<file path="config.mk">
export PLATFORM = sky130hd
export DESIGN_NAME = clk_div_ctrl
export DESIGN_NICKNAME = d
export VERILOG_FILES = /design/src/rtl/clk_div_ctrl_pkg.sv /design/src/rtl/rr_arbiter.sv /design/src/rtl/clk_div_ctrl.sv
export SDC_FILE = /design/constraint.sdc
export NUM_CORES = 1
export LEC_CHECK = 0
export BUFFER_PORTS_ARGS = -buffer_cell sky130_fd_sc_hd__buf_2
export CAP_MARGIN = 15
export CORE_MARGIN = 2
export CORE_UTILIZATION = 40
export DETAILED_ROUTE_END_ITERATION = 10
export GPL_TIMING_DRIVEN = 1
export PLACE_DENSITY_LB_ADDON = 0.12
export SYNTH_ARGS = -nofsm -noshare
export SYNTH_HDL_FRONTEND = slang
export SYNTH_SLANG_ARGS = --single-unit
</file>
<file path="constraint.sdc">
create_clock -name clk -period 7.7 [get_ports clk]
set_input_delay 1.54 -clock clk [delete_from_list [all_inputs] [get_ports clk]]
set_output_delay 1.54 -clock clk [all_outputs]
set_load 0.05 [all_outputs]
</file>
<file path="src/rtl/clk_div_ctrl_pkg.sv">
// Shared types and defaults for the system clock divider controller.
package clk_div_ctrl_pkg;

  localparam int DIV_W       = 9;
  localparam int DEFAULT_DIV = 4;
  localparam int IDX_W       = 3;

  typedef enum logic [2:0] {
    INIT,
    IDLE,
    ARB,
    WAIT_EDGE,
    HOLD,
    SETTLE,
    ACK,
    NACK
  } state_t;

endpackage

</file>
<file path="src/rtl/rr_arbiter.sv">
// Combinational round-robin arbiter: picks the first asserted request at or after ptr.
module rr_arbiter
  import clk_div_ctrl_pkg::*;
#(
  parameter int NUM_REQ = 3
) (
  input  logic [NUM_REQ-1:0] req,
  input  logic [IDX_W-1:0]   ptr,
  output logic [NUM_REQ-1:0] grant,
  output logic [IDX_W-1:0]   grant_idx,
  output logic               grant_valid
);

  // Scan offsets from the pointer; the inner loop keeps every bit select constant.
  always_comb begin
    grant       = '0;
    grant_idx   = '0;
    grant_valid = 1'b0;
    for (int off = 0; off < NUM_REQ; off++) begin
      for (int j = 0; j < NUM_REQ; j++) begin
        if (!grant_valid && req[j] && (j == ((int'(ptr) + off) % NUM_REQ))) begin
          grant[j]    = 1'b1;
          grant_idx   = IDX_W'(j);
          grant_valid = 1'b1;
        end
      end
    end
  end

endmodule

</file>
<file path="src/rtl/clk_div_ctrl.sv">
// Owns the system clock divide value and sequences requester-driven changes
// so the divider is only reprogrammed right after a sys_clk rising edge.
module clk_div_ctrl
  import clk_div_ctrl_pkg::*;
#(
  parameter int NUM_REQ     = 3,
  parameter int DIV_W       = clk_div_ctrl_pkg::DIV_W,
  parameter int DEFAULT_DIV = clk_div_ctrl_pkg::DEFAULT_DIV,
  parameter int HOLD_CYC    = 2,
  parameter int SETTLE_TOG  = 2
) (
  input  logic                     clk,
  input  logic                     reset,
  input  logic [NUM_REQ-1:0]       req,
  input  logic [NUM_REQ*DIV_W-1:0] req_div,
  output logic [NUM_REQ-1:0]       ack,
  output logic [NUM_REQ-1:0]       nack,
  input  logic                     sys_clk_in,
  output logic [DIV_W-1:0]         clk_divider,
  output logic                     div_reset_n,
  output logic                     busy,
  output logic [2:0]               owner
);

  localparam int HC_W = $clog2(HOLD_CYC + 1);
  localparam int SC_W = $clog2(SETTLE_TOG + 1);
  localparam logic [HC_W-1:0] HOLD_LAST   = HC_W'(HOLD_CYC - 1);
  localparam logic [SC_W-1:0] SETTLE_LAST = SC_W'(SETTLE_TOG - 1);

  state_t             state;
  state_t             state_nxt;
  logic               sys_clk_d;
  logic               rise;
  logic               tog;
  logic [IDX_W-1:0]   rr_ptr;
  logic [DIV_W-1:0]   new_div;
  logic [DIV_W-1:0]   sel_div;
  logic [HC_W-1:0]    hold_cnt;
  logic [SC_W-1:0]    settle_cnt;
  logic [9:0]         wd_cnt;
  logic               wd_sat;
  logic [NUM_REQ-1:0] grant;
  logic [IDX_W-1:0]   grant_idx;
  logic               grant_valid;

  rr_arbiter #(
    .NUM_REQ (NUM_REQ)
  ) u_arb (
    .req         (req),
    .ptr         (rr_ptr),
    .grant       (grant),
    .grant_idx   (grant_idx),
    .grant_valid (grant_valid)
  );

  assign rise   = sys_clk_in & ~sys_clk_d;
  assign tog    = sys_clk_in ^ sys_clk_d;
  // A missing sys_clk edge must not stall the change forever.
  assign wd_sat = (int'(wd_cnt) >= 2 * int'(clk_divider) + 2) || (&wd_cnt);

  always_comb begin
    sel_div = '0;
    for (int j = 0; j < NUM_REQ; j++) begin
      if (grant[j]) sel_div = req_div[j*DIV_W +: DIV_W];
    end
  end

  always_comb begin
    state_nxt = state;
    ack       = '0;
    nack      = '0;
    busy      = (state != IDLE);
    case (state)
      INIT:      if (hold_cnt == HOLD_LAST) state_nxt = IDLE;
      IDLE:      if (|req) state_nxt = ARB;
      ARB: begin
        if (!grant_valid)              state_nxt = IDLE;
        else if (sel_div == '0)        state_nxt = NACK;
        else if (sel_div == clk_divider) state_nxt = ACK;
        else                           state_nxt = WAIT_EDGE;
      end
      WAIT_EDGE: if (rise || wd_sat) state_nxt = HOLD;
      HOLD:      if (hold_cnt == HOLD_LAST) state_nxt = SETTLE;
      SETTLE:    if (tog && (settle_cnt == SETTLE_LAST)) state_nxt = ACK;
      ACK:       state_nxt = IDLE;
      NACK:      state_nxt = IDLE;
      default:   state_nxt = INIT;
    endcase
    for (int k = 0; k < NUM_REQ; k++) begin
      ack[k]  = (state == ACK)  && (int'(owner) == k);
      nack[k] = (state == NACK) && (int'(owner) == k);
    end
  end

  // The new divide value lands in the same cycle the divider is put into reset.
  always_ff @(posedge clk) begin
    if (reset) begin
      state       <= INIT;
      clk_divider <= DIV_W'(DEFAULT_DIV);
      div_reset_n <= 1'b0;
      owner       <= '0;
      rr_ptr      <= '0;
      new_div     <= '0;
      hold_cnt    <= '0;
      settle_cnt  <= '0;
      wd_cnt      <= '0;
      sys_clk_d   <= 1'b0;
    end else begin
      state     <= state_nxt;
      sys_clk_d <= sys_clk_in;
      case (state)
        INIT: begin
          if (hold_cnt == HOLD_LAST) begin
            div_reset_n <= 1'b1;
            hold_cnt    <= '0;
          end else begin
            hold_cnt <= hold_cnt + 1'b1;
          end
        end
        ARB: begin
          wd_cnt <= '0;
          if (grant_valid) begin
            owner   <= grant_idx;
            new_div <= sel_div;
            rr_ptr  <= (int'(grant_idx) == NUM_REQ - 1) ? '0 : grant_idx + 1'b1;
          end
        end
        WAIT_EDGE: begin
          if (rise || wd_sat) begin
            div_reset_n <= 1'b0;
            clk_divider <= new_div;
            hold_cnt    <= '0;
          end else begin
            wd_cnt <= wd_cnt + 1'b1;
          end
        end
        HOLD: begin
          if (hold_cnt == HOLD_LAST) begin
            div_reset_n <= 1'b1;
            hold_cnt    <= '0;
            settle_cnt  <= '0;
          end else begin
            hold_cnt <= hold_cnt + 1'b1;
          end
        end
        SETTLE: if (tog) settle_cnt <= settle_cnt + 1'b1;
        default: ;
      endcase
    end
  end

endmodule

</file>
Yosys cells after proc, flatten, opt, wreduce, memory -nomap -nowiden
Index checks and enable logic that the tools add are counted.

Flip-flop bits (word level): 43. Input port bits: 33. Output and inout bits: 20. Word-level logic and storage cells: 155.

Add/subtract/negate cells: 7. Div/mod/pow operators: 3. Order comparisons: 1. Eq/ne operators: 28. Mux-type cells: 49. Bitwise operators: 3. Reduce and logical (&&, ||, !) cells: 54.

Operators with widths (number): $eq 2x32->1 const A (3); $eq 3x32->1 const A (3); $logic_not 32->1 (3); $mod 32x3->32 const B (2); $mod 4x3->32 const B (1); $mux 3 (9); $mux 9 (3); $logic_and 1x1->1 (24); $mux 2 (11); $pmux 3 s7 (1); $mux 1 (20); $pmux 10 s2 (1); $eq 3x3->1 const B (6); $ne 2x2->1 const B (7); $add 10x2->11 const B (1); $ge 10x11->1 (1); $add 10x1->10 const B (1); $mux 10 (1); $reduce_and 10->1 (1); $eq 3x2->1 const B (3); $eq 9x9->1 (1); $logic_not 9->1 (1); $logic_not 1->1 (8); $pmux 2 s2 (2); other kinds (20) (31).

Longest topological paths before layout
Gate-level depths: netlist of the first run.

Depth after elaboration: 42. Mapped depth: 20. Gate-level depth less buffers: 19.

Modules after synthesis
From an unflattened synthesis of the first run, not the netlist that was laid out.

Cells, all modules: 563. Area total of the unflattened synthesis: 4197.8 µm².

Modules (own cells, without submodules): clk_div_ctrl (instances 1, cells an instance 388, area each 2929.1 µm², seq. area each 860.8 µm²); rr_arbiter (instances 1, cells an instance 175, area each 1268.7 µm², seq. area each 0.0 µm²).

Worst setup path before layout of the first run
No wires, ideal clock.

Kind: register to register. Start point: reg rr_ptr[0]. End point: reg state[2]. Library setup time: 91 ps. Data arrival time: 4539 ps. Required time: 7609 ps. Setup slack: 3070 ps. Stages on the path, launching flop included: 20. Path buffers: 3. Clock period less this slack: 4630 ps. Cell sequence: dfxtp_1 clkbuf_8 clkbuf_8 inv_1 ha_1 ha_1 inv_1 ha_1 nor3b_1 nand3_1 a311oi_1 o221ai_2 a21o_2 a41o_1 buf_6 a222oi_1 nand4_1 nor3_1 nand4_1 a311oi_1.

Longest elaborated chain between the ends: 42. Elaborated cells on any way between the ends: 65. Those cells by class: 2 x add/sub; 3 x div; 7 x eq/ne; 24 x mux; 29 x reduce/logical.

RTL lines: from (decl) (line clk_div_ctrl.sv:35) `logic [IDX_W-1:0] rr_ptr;`; from (signal assigned) (line clk_div_ctrl.sv:125) `rr_ptr <= (int'(grant_idx) == NUM_REQ - 1) ? '0 : grant_idx + 1'b1;`; parallel branches: the longest is 40 deep, another holds $mod 32x3->32; $mux 3 (*) (line clk_div_ctrl.sv:77) `if (!grant_valid) state_nxt = IDLE;`; $pmux 3 s7 (*) (line clk_div_ctrl.sv:73) `case (state)`; to (signal assigned) (line clk_div_ctrl.sv:109) `state <= state_nxt;`; to (decl) (line clk_div_ctrl.sv:30) `state_t state;`.

Every way passes the cells marked *. A chain may end at the register's enable or synchronous reset.

Worst setup path in the final report of the first run
Ends and elaborated chain as after synthesis.

==> results of run 1 <==
-- worst max path at each step --
| stage | start | end | slack, ns | cells past startpoint |
|---|---|---|---|---|
| final | rr_ptr[0] | state[2] | 2.07 | 17 |
| after global routing | rr_ptr[0] | state[2] | 1.50 | 17 |
| after CTS | rr_ptr[0] | state[2] | 2.08 | 17 |
| after detailed placement | rr_ptr[0] | state[2] | 2.10 | 17 |
| after global placement | rr_ptr[0] | state[2] | 2.34 | 17 |
| after floorplan | rr_ptr[0] | state[2] | 3.07 | 19 |
-- routing by layer --
metal / global-route usage / up-vias / part of all wire
met1: 0.2739 / 1655 / 0.51
met3: 0.03051 / 6 / 0.032
li1: - / 1780 / -
met2: 0.3118 / 66 / 0.45
met5: 0 / - / 0
met4: 0.03477 / 0 / 0.0081
-- Yosys cell counts, types with 3 or more instances --
library cell and instances:
nor4_1 5, o211a_1 4, inv_1 23, o211ai_1 6
a31oi_1 9, a222oi_1 6, clkbuf_8 4, nand2b_1 5
nor3b_1 5, or3b_2 4, xnor2_1 14, nand3_1 16
nand2_1 28, dfxtp_1 42, o21ai_0 17, or3_1 11
a311oi_1 3, ha_1 33, nand3b_1 9, o22ai_1 4
mux2i_1 12, a211oi_1 8, and3_1 6, nor3_1 10
o32ai_1 3, nor2_1 53, nand4_1 6, o21a_1 8
a21oi_1 29, nor2b_1 3, a21boi_0 4, buf_6 4
buf_1 3, clkbuf_1 11, or2_2 3, xor2_1 5
-- report_power, final --
group          total [mW]  leakage [nW]  internal [mW]  switching, mW
combinational       0.855          1.27          0.328          0.527
clock               0.183        0.0573          0.104         0.0787
sequential          0.307         0.340          0.254         0.0527
-- critical path: cells and delay by family (launching register included) --
kind / cells / cell delay [ns]
AOI/OAI and AO/OA: 7 / 2.06
xor gates and xnor gates: 1 / 0.19
adders and majority gates: 3 / 0.92
buffers and inverters: 1 / 0.07
DFF: 1 / 0.93
and+or+nand+nor: 5 / 1.34
-- cells by family after synthesis --
kind of cell / after synthesis
xor+xnor: 21
compound gates: 127
flops: 42
other cells: 2
fa+ha+maj: 34
mux: 13
simple gates: 177
buf+inv: 50
-- cell type report --
cell class | count | share of cell area
inverter | 24 | 0.02214
clock inverter | 1 | 0.007380
clock buffer | 6 | 0.02030
multi-input combinational | 374 | 0.6467
timing repair buffer | 51 | 0.06273
tap | 111 | 0.03413
sequential | 42 | 0.2066
-- registers in the layout, summed over array words and instances, names as in the netlist --
| register | count |
|---|---|
| clk_divider | 9 |
| settle_cnt | 2 |
| sys_clk_d | 1 |
| owner | 2 |
| wd_cnt | 10 |
| new_div | 9 |
| rr_ptr | 3 |
| state | 3 |
| div_reset_n | 1 |
| hold_cnt | 2 |
==> run_results.csv, run 1 <==
group,metric,value,unit
floorplan,fp.dieW,100.7,µm
run_status,status,"finished, final reports clean",
global_routing,antenna_found_initial,0,
routing,viasPerCell,5.759,
timing,tns,0,ns
global_routing,grt_max_degree,35,
power_and_ir_drop,ir_drop,0.1566,mV
worst_setup_path,crit_fanout,27,
placement,dp.cells,602,
cells_and_area,fin_util,0.4446,
power_and_ir_drop,p_per_area,330.6,nW/µm²
timing,fin_ws,2.072,ns
worst_setup_path,cp-start-kind,"flop",
worst_hold_path,whs_path_depth,2,
cells_and_area,regArea,840.8,µm²
worst_hold_path,min_from,"settle_cnt[1]",
global_routing,track_usage,0.1930,
timing,hold_viol,0,
cells_and_area,final_cells,609,
worst_setup_path,crit_path_frequent_cell,"ha_1",
cells_and_area,syn2layout_area_growth,8.690,%
power_and_ir_drop,leakage,1.670,nW
global_routing,grt_pass1_wl,15940,µm
cells_and_area,antenna_cells,0,
worst_setup_path,crit_slowest_cell,"dfxtp_1",
worst_setup_path,arrival,5.83,ns
routing,postRouteAntennaNets,0,
floorplan,start_util,0.4090,
worst_setup_path,critPathRequiredTime,7.90,ns
synthesis,synth_top_area_cell,"dfxtp_1",
clock_tree,postCtsSetupBuffers,0,
timing,worst_slew_pin_slew,0.9725,ns
worst_setup_path,path_class,"reg2reg",
worst_setup_path,end_kind,"flop",
cells_and_area,fill_cells,931,
clock_tree,cts.sinks,42,
synthesis,synth_cell_types,79,
routing,first_pass_iters,4,
cells_and_area,fin_nets,565,
placement,gp_congestion,0.8131,
timing,rsz0062_at_grt,"false",
worst_setup_path,r2r-end,"state[2]",
cells_and_area,layout-drive-gt1-share,0.1687,
cells_and_area,design_area,4069,µm²
placement,pre_cts_ws,2.101,ns
clock_tree,cts_hold_buf,0,
clock_tree,root_buffer,"clkbuf_8",
timing,fin_crit,5.628,ns
synthesis,yosysWarnings,0,
synthesis,ys_seq_area_frac,0.2246,
clock_tree,cts_resized,0,
timing,final.period_utilization,0.7309,
floorplan,design.die.area,10150,µm²
timing,final-setup-viol-count,0,
synthesis,synthTopCellsByArea,"dfxtp_1 22%, ha_1 11%, nor2_1 5.3%",
clock_tree,cts_made_buffers,5,
routing,wl_per_cell,15.85,µm
floorplan,io_pins,53,
placement,portBuffers,51,
global_routing,grt_overflow,0,
synthesis,yosys.area_share.simple,0.2477,
routing,drt-initial-drc-count,139,
routing,vias,3507,
synthesis,synth-main-ff-cell,"dfxtp_1",
worst_hold_path,hold_class,"reg2reg",
clock_tree,clock_path_buffers,2,
worst_setup_path,r2r-start,"rr_ptr[0]",
timing,report.final.slew_viol_count,0,
synthesis,synth_top_family_by_area,"compound AO/OA/AOI/OAI gates",
worst_setup_path,critPathMaxStageDelay,0.93,ns
clock_tree,htree_levels,2,
synthesis,muxShareOfSynthArea,0.03610,
timing,fin_skew,0.002552,ns
cells_and_area,multi_input_area,2631,µm²
worst_setup_path,path_cells,"ha_1 -> xnor2_1 -> a21oi_1 -> ha_1 -> inv_1 -> ha_1 -> nor3b_1 -> a31oi_4 -> nor4b_1 -> o32ai_1 -> a21o_2 -> a41o_1 -> a222oi_1 -> nand4_1 -> nor3_1 -> nand4_1 -> a311oi_1",
cells_and_area,final_cell_mix,"53 x nor2_1, 51 x buf_2, 42 x dfxtp_1",
synthesis,syn_area,3744,µm²
power_and_ir_drop,power.total,1.345,mW
routing,drc,0,
clock_tree,clk_latency,0.29,ns
floorplan,coreArea,9153,µm²
synthesis,postSynthAreaPerCell,8.033,µm²
synthesis,yosys.area_share.adder,0.1156,
routing,routed_wl,9654,µm
placement,dp_hpwl,7519,µm
synthesis,synthXorXnorAreaFrac,0.05314,
clock_tree,cts_tree,"yes",
run,maxCapViolCount,0,
synthesis,async_reset_ff_frac,0,
floorplan,rows,35,
synthesis,syn-num-nets,533,
synthesis,syn_inst,466,
clock_tree,clk_pin_slew_worst_paths,0.08,ns
synthesis,synth-seq-cells,42,
synthesis,synth-edff-count,0,
floorplan,die_h,100.7,µm
timing,slew_headroom,0.3517,
timing,max_freq,0.1777,GHz
worst_hold_path,hold_end,"settle_cnt[1]",
worst_setup_path,reg2reg_depth,17,
global_routing,grt_pass1_vias,3217,
cells_and_area,final_common_cell,"nor2_1",
worst_setup_path,rrSetupSlack,2.07,ns
synthesis,yosysTopAreaCellShare,0.2246,
synthesis,synth_compound_area_frac,0.2483,
placement,place_area,3956,µm²
timing,holdWs,0.4955,ns
Power figures use the tool's default switching activity.
==> inputs of run 2 (changes only) <==
clock period = 5.2 ns   (was 7.7 ns; I/O delays follow)
==> run_results.csv, run 2 (same netlist as run 1, synthesis figures left out) <==
group,metric,value,unit
routing,drt-initial-drc-count,158,
cells_and_area,layout-drive-gt1-share,0.1890,
clock_tree,cts.sinks,42,
run_status,status,"finished, final reports clean",
global_routing,grt_overflow,0,
clock_tree,root_buffer,"clkbuf_8",
timing,report.final.slew_viol_count,0,
global_routing,met3_usage,0.02427,
placement,gp_congestion,0.9042,
global_routing,track_usage,0.1967,
timing,final-setup-viol-count,0,
placement,place_area,3979,µm²
worst_setup_path,r2r-start,"rr_ptr[0]",
routing,wl_per_cell,15.90,µm
timing,worst_slew_pin_slew,0.8903,ns
timing,fin_crit,4.792,ns
global_routing,grt.met1_usage,0.2946,
floorplan,io_pins,53,
floorplan,fp.dieW,100.7,µm
global_routing,grt_pass1_wl,16390,µm
power_and_ir_drop,ir_drop,0.3080,mV
worst_setup_path,critPathRequiredTime,5.40,ns
timing,hold_viol,0,
floorplan,design.die.area,10150,µm²
routing,postRouteAntennaNets,0,
worst_hold_path,hold_class,"reg2reg",
cells_and_area,largestRegisters,"wd_cnt (10), clk_divider (9), new_div (9)",
routing,routed_wl,9841,µm
power_and_ir_drop,p_per_area,515.8,nW/µm²
cells_and_area,final_common_cell,"nor2_1",
cells_and_area,fin_util,0.4559,
routing,vias,3552,
global_routing,grt_max_degree,35,
global_routing,grt.met2_usage,0.3118,
clock_tree,cts_hold_buf,0,
cells_and_area,design_area,4173,µm²
worst_setup_path,crit_end,"state[2]",
routing,viasPerCell,5.738,
cells_and_area,regArea,840.8,µm²
power_and_ir_drop,power.total,2.152,mW
worst_setup_path,crit_fanout,12,
clock_tree,clk_latency,0.29,ns
global_routing,antenna_found_initial,0,
global_routing,top_usage_layer,"met2",
worst_setup_path,rrSetupSlack,0.41,ns
floorplan,rows,35,
timing,fin_skew,0.008012,ns
cells_and_area,fill_cells,947,
cells_and_area,largest-register,"wd_cnt",
cells_and_area,fin_nets,574,
floorplan,die_h,100.7,µm
worst_setup_path,r2r-end,"state[2]",
cells_and_area,syn2layout_area_growth,11.46,%
floorplan,start_util,0.4090,
clock_tree,clock_path_buffers,2,
timing,max_freq,0.2087,GHz
cells_and_area,largest_register_ffs,10,
placement,portBuffers,51,
worst_setup_path,arrival,5.00,ns
placement,dp_hpwl,7583,µm
worst_setup_path,cp-start-kind,"flop",
timing,final.period_utilization,0.9215,
worst_setup_path,path_class,"reg2reg",
cells_and_area,multi_input_area,2638,µm²
timing,slew_headroom,0.4065,
worst_setup_path,end_kind,"flop",
worst_setup_path,reg2reg_depth,19,
clock_tree,htree_levels,2,
cells_and_area,antenna_cells,0,
worst_setup_path,startpoint,"rr_ptr[0]",
routing,drc,0,
clock_tree,cts_made_buffers,5,
cells_and_area,final_cell_mix,"53 x nor2_1, 51 x buf_2, 42 x dfxtp_1",
floorplan,coreArea,9153,µm²
timing,tns,0,ns
clock_tree,clk_pin_slew_worst_paths,0.08,ns
clock_tree,cts_tree,"yes",
routing,first_pass_iters,5,
power_and_ir_drop,leakage,1.726,nW
global_routing,grt_pass1_vias,3333,
run,maxCapViolCount,0,
run 2: layout make-up:
class                   count  share of cell area
multi-input cells         374              0.6321
inverters                  24             0.02159
repair buffers             60             0.07736
clock buffers               6             0.01979
clock inverters             2             0.01439
flip-flops and latches     42              0.2015
well taps                 111             0.03328
run 2: stage by stage:
step | instances | hold slack (ns) | worst slack, ns
after floorplan | 466 | 0.4544 | 0.5698
after global placement | 605 | 0.4693 | 0.3649
after detailed placement | 605 | 0.4746 | 0.1385
after CTS | 613 | 0.4940 | 0.09300
after global routing | 619 | 0.5277 | -0.01953
final | 619 | 0.4925 | 0.4082
run 2: worst min-delay path by stage:
stage                  start        endpoint  slack (ns)  cells past startpoint
6_report       settle_cnt[1]   settle_cnt[1]        0.49                      2
5_1_grt           new_div[1]  clk_divider[1]        0.53                      2
4_1_cts        settle_cnt[1]   settle_cnt[1]        0.49                      2
3_5_place_dp   settle_cnt[1]   settle_cnt[1]        0.47                      2
3_3_place_gp      new_div[6]  clk_divider[6]        0.47                      2
2_1_floorplan  settle_cnt[1]   settle_cnt[1]        0.45                      2
run 2: where the power goes:
group | switching [mW] | total (mW) | internal [mW] | leakage (nW)
clock | 0.118 | 0.323 | 0.205 | 0.0714
sequential | 0.0610 | 0.438 | 0.377 | 0.340
combinational | 0.830 | 1.39 | 0.561 | 1.31
run 2: routing by layer:
| metal | routed length, µm | vias up | share of wire |
|---|---|---|---|
| met5 | 0 | - | 0 |
| met1 | 5143 | 1669 | 0.52 |
| met3 | 389 | 0 | 0.040 |
| met2 | 4308 | 79 | 0.44 |
| met4 | 0 | 0 | 0 |
| li1 | - | 1804 | - |
run 2: critical path: stages (launching register included):
cell and delay [ns]:
dfxtp_1 0.49, ha_1 0.28, xnor2_1 0.20, a21oi_1 0.23, ha_1 0.21, inv_1 0.07, ha_1 0.34, nor3b_2 0.33
a31oi_4 0.19, nor4_1 0.31, o211ai_1 0.18, a21o_2 0.25, a41o_2 0.34, a222oi_1 0.33, buf_4 0.18, buf_4 0.10
xnor2_1 0.05, nor3_1 0.20, nand4_1 0.14, a311oi_1 0.26
run 2: timing repair:
action / in CTS / in global routing
setup buffers: 0 / 6
endpoints found under the setup margin: 0 / 2
resized for setup: 0 / 2
